==> config.mk <==
export PLATFORM = sky130hd
export DESIGN_NAME = priority_encoder_8to3_reg
export DESIGN_NICKNAME = d
export VERILOG_FILES = /design/src/rtl/priority_encoder_8to3_reg.sv
export SDC_FILE = /design/constraint.sdc
export NUM_CORES = 1
export LEC_CHECK = 0
export BUFFER_PORTS_ARGS = -buffer_cell sky130_fd_sc_hd__buf_2
export CAP_MARGIN = 20
export CELL_PAD_IN_SITES_DETAIL_PLACEMENT = 1
export CELL_PAD_IN_SITES_GLOBAL_PLACEMENT = 2
export CORE_ASPECT_RATIO = 1.5
export CORE_MARGIN = 2
export CORE_UTILIZATION = 29
export DETAILED_ROUTE_END_ITERATION = 6
export PLACE_DENSITY_LB_ADDON = 0.1
export SYNTH_ARGS = -nofsm -noshare
export SYNTH_HDL_FRONTEND = slang
export SYNTH_SLANG_ARGS = --single-unit
==> constraint.sdc <==
create_clock -name clk -period 2.6 [get_ports clk]
set_input_delay 0.26 -clock clk [delete_from_list [all_inputs] [get_ports clk]]
set_output_delay 0.26 -clock clk [all_outputs]
set_load 0.02 [all_outputs]
==> src/rtl/priority_encoder_8to3_reg.sv <==
// Registered 8-to-3 priority encoder. Requests are held in a sticky pending register
// and handed out one code at a time over a VALID/READY handshake.
module priority_encoder_8to3_reg #(
   parameter bit LSB_FIRST = 1'b0
) (
   input  logic       clk,
   input  logic       rst,
   input  logic       EN,
   input  logic [7:0] D,
   input  logic       READY,
   output logic       A,
   output logic       B,
   output logic       C,
   output logic       VALID,
   output logic [7:0] PEND,
   output logic       EMPTY
);

   // Index of the winning request. The loop direction means the last match wins,
   // so scanning upward favours index 7 and scanning downward favours index 0.
   function automatic logic [2:0] sel_index(input logic [7:0] v, input bit lsb_first);
      logic [2:0] idx;
      idx = 3'd0;
      if (lsb_first) begin
         for (int k = 7; k >= 0; k--)
            if (v[k]) idx = k[2:0];
      end else begin
         for (int k = 0; k < 8; k++)
            if (v[k]) idx = k[2:0];
      end
      return idx;
   endfunction

   logic [7:0] pend_p0;
   logic [2:0] code_p0;
   logic       vld_p0;

   logic [7:0] cand;
   logic [7:0] grant;
   logic [2:0] idx;
   logic       load;

   always_comb begin
      cand  = pend_p0 | (EN ? D : 8'h00);
      idx   = sel_index(cand, LSB_FIRST);
      grant = (cand != 8'h00) ? (8'h01 << idx) : 8'h00;
      load  = !vld_p0 || READY;
   end

   // Output stage: the code register reloads only when empty or being accepted.
   always_ff @(posedge clk) begin
      if (rst) begin
         pend_p0 <= 8'h00;
         code_p0 <= 3'd0;
         vld_p0  <= 1'b0;
      end else if (load) begin
         if (cand != 8'h00) begin
            code_p0 <= idx;
            vld_p0  <= 1'b1;
            pend_p0 <= cand & ~grant;
         end else begin
            vld_p0  <= 1'b0;
            pend_p0 <= 8'h00;
         end
      end else begin
         pend_p0 <= cand;
      end
   end

   assign {A, B, C} = code_p0;
   assign VALID     = vld_p0;
   assign PEND      = pend_p0;
   assign EMPTY     = (pend_p0 == 8'h00) && !vld_p0;

endmodule

==> reports/qor.yml <==
status:
  status: "finished clean"
floorplanning:
  die-area_sq_mm: 0.00289
  rows: 22
  io_pins: 25
  design.core.area_sq_mm: 0.00239
  die_x_microns: 44.6
  start_util: 0.299
  die_h_microns: 64.8
setup_path:
  reg2reg_from: "VALID$_SDFFE_PP0N_"
  cp.required_ps: 2340
  regToRegSetupSlack_ps: 1120
  crit_fanout: 6
  regToRegEndpoint: "PEND[1]$_SDFF_PP0_"
  cp-start-kind: "flip-flop"
  crit_path_cell_trace: "nor2_1 -> nand3_1 -> nor3_1 -> buf_2"
  cp-endpoint: "EMPTY"
  cpPeakStageDelay_ps: 360
  rr_worst_depth: 3
  crit_family: "simple AND/OR/NAND/NOR gates"
  crit_type: "flip-flop to output port"
  critPathCaptureType: "output port"
  path_depth: 4
  cp_slowest_cell: "dfxtp_1"
  crit_start: "PEND[3]$_SDFF_PP0_"
  crit_buf_inv: 1
  crit_arrival_ps: 1440
placed_design:
  place_ws_ps: 1050
  placed_area_sq_um: 846
  gp_congestion: 0.862
  post-place-cells: 125
  port_buffers: 24
  dpl.hpwl_microns: 1680
clocking:
  cts_tree: "built"
  cts_root_buf: "clkbuf_4"
  ctsResizeCount: 0
  cts_sinks: 12
  hold_buffers: 0
  clock_latency_ps: 280
  clock_path_buffers: 2
  cts.clk_slew.worst_paths_ps: 90
  cts_made_buffers: 3
  post-cts-setup-buffer-count: 0
  h-tree-depth: 1
sta:
  finalHoldViolCount: 0
  slew_viol_final: 0
  max_freq_mhz: 590
  fin_skew_ps: 4.86
  final.setup.tns_ps: 0
  setup_viol: 0
  layout_min_cycle_time_ps: 1700
  post-route-period-util: 0.652
  worstMarginPinSlew_ps: 639
  rsz0062_at_grt: "false"
  whs_ps: 317
  max-slew-margin-rel: 0.573
  fin_ws_ps: 904
drt:
  via_per_inst: 5.54
  post_drt_wl_per_cell_microns: 16.5
  drtAntennaViolNets: 0
  num_vias: 715
  wirelength_microns: 2130
  drc_errors: 0
  drt-initial-drc-count: 12
  firstDrtPassIters: 4
logic_synthesis:
  synthArstFlopShare: 0
  synthFlopType: "dfxtp_1"
  synthCells: 80
  seq_area_frac_synth: 0.336
  yosys.area.top_type_share: 0.336
  synthTopCellsByArea: "dfxtp_1, nor2_1, a21oi_1"
  synth_cell_type_count: 37
  synth_area_sq_um: 716
  synth_top_family_by_area: "compound AO/OA/AOI/OAI gates"
  synth-compound-area-share: 0.383
  synth_fa_ha_area_frac: 0
  synth.mux.area_fraction: 0.0140
  ys_seq_elements: 12
  synth-edff-count: 0
  synth_xor_area_frac: 0
  synth.avg_cell_area_sq_um: 8.95
  syn-num-nets: 92
  synth_area_leader_cell: "dfxtp_1"
  synth_simple_gate_area_frac: 0.229
  yosys_warnings: 0
power:
  p_clk_frac: 0.300
  p_sw_uw: 187
  total_power_uw: 531
  seq_power_share: 0.397
  swShare: 0.353
  power_frac_comb: 0.303
  power_density_mw_per_mm2: 602
  leakagePower_nw: 0.394
  p_int_uw: 344
  ir_worst_vdd_mv: 0.314
hold_path:
  hp-class: "input pin to flip-flop"
  holdPathStages: 3
global_route:
  grt_max_degree: 15
  grt_pass1_wl_microns: 3480
  grt-ovfl-total: 0
  grt_pass1_vias: 736
  antenna_found_initial: 0
  grt_usage: 0.165
job:
  max_cap_violations: 0
layout:
  utilization: 0.368
  n_antenna_cell: 0
  drive_gt1_frac: 0.390
  stdcell_area_sq_um: 882
  nets: 118
  synthToLayoutAreaGrowth_pct: 23.3
  stdcell_count: 129
-- routing by layer --
metal | routed length, microns | vias to the layer above | global-route usage
met5 | 0 | - | 0
met1 | 889 | 336 | 0.192
li1 | - | 353 | -
met2 | 1100 | 16 | 0.272
met4 | 89 | 0 | 0.106
met3 | 54 | 10 | 0.0195
-- power by group through the flow --
| stage | logic [mW] | clock network, mW | registers [mW] |
|---|---|---|---|
| 3_3_place_gp | 0.162 | 0 | 0.215 |
| 3_5_place_dp | 0.162 | 0 | 0.215 |
| 5_1_grt | 0.176 | 0.170 | 0.213 |
| 6_report | 0.161 | 0.159 | 0.211 |
| 4_1_cts | 0.163 | 0.160 | 0.211 |
| 2_1_floorplan | 0.0936 | 0 | 0.233 |
-- how the worst min path moves through the flow --
stage	to	startpoint	slack [ps]
finish	PEND[7]$_SDFF_PP0_	D[7]	320
CTS	VALID$_SDFFE_PP0N_	rst	330
floorplan	PEND[2]$_SDFF_PP0_	rst	450
global route	VALID$_SDFFE_PP0N_	rst	360
global placement	code_p0[1]$_SDFFE_PP0P_	code_p0[1]$_SDFFE_PP0P_	440
detailed placement	code_p0[1]$_SDFFE_PP0P_	code_p0[1]$_SDFFE_PP0P_	450
-- cells in the mapped netlist, types with 2 or more instances --
| cell type | number |
|---|---|
| a21oi_4 | 2 |
| and4_4 | 2 |
| a21o_1 | 2 |
| nor2_1 | 10 |
| inv_1 | 2 |
| o21ai_0 | 2 |
| nand2_1 | 6 |
| o21ai_1 | 4 |
| a21oi_1 | 7 |
| o41a_1 | 2 |
| nor3_1 | 2 |
| dfxtp_1 | 12 |
| o21a_1 | 2 |
| a211oi_1 | 2 |
-- cells in the final DEF (no fill, tap or decap), types with 2 or more instances in the layout --
master and instances:
o21ai_1 4, o21a_1 2, a21o_1 2, o41a_1 2
a21oi_4 2, o21ai_0 2, inv_1 2, a211oi_1 2
nand2_1 6, and4_4 2, nor2_1 10, dfxtp_1 12
a21oi_1 7, clkbuf_4 3, nor3_1 2, buf_2 24
-- cell type report --
class	instances	area (sq um)
clock buffer	4	36.3
fill	290	1510
inverter	2	7.51
multi-input combinational	63	448
sequential	12	240
tap	24	30.0
timing repair buffer	24	120
-- tightest hold or removal path: cells and delay by family --
family | cells | cell delay [ps]
compound gates | 1 | 90
buf+inv | 1 | 80
simple gates | 1 | 120
-- sequential cells by signal, summed over array words and instances (netlist names) --
signal   flops
PEND         8
code_p0      3
VALID        1
-- kinds of logic after synthesis --
logic type / count (synthesis)
AOI/OAI and AO/OA: 32
buffers and inverters: 5
DFF: 12
muxes: 1
and+or+nand+nor: 30
No activity file was read; power rests on OpenSTA's default activity.
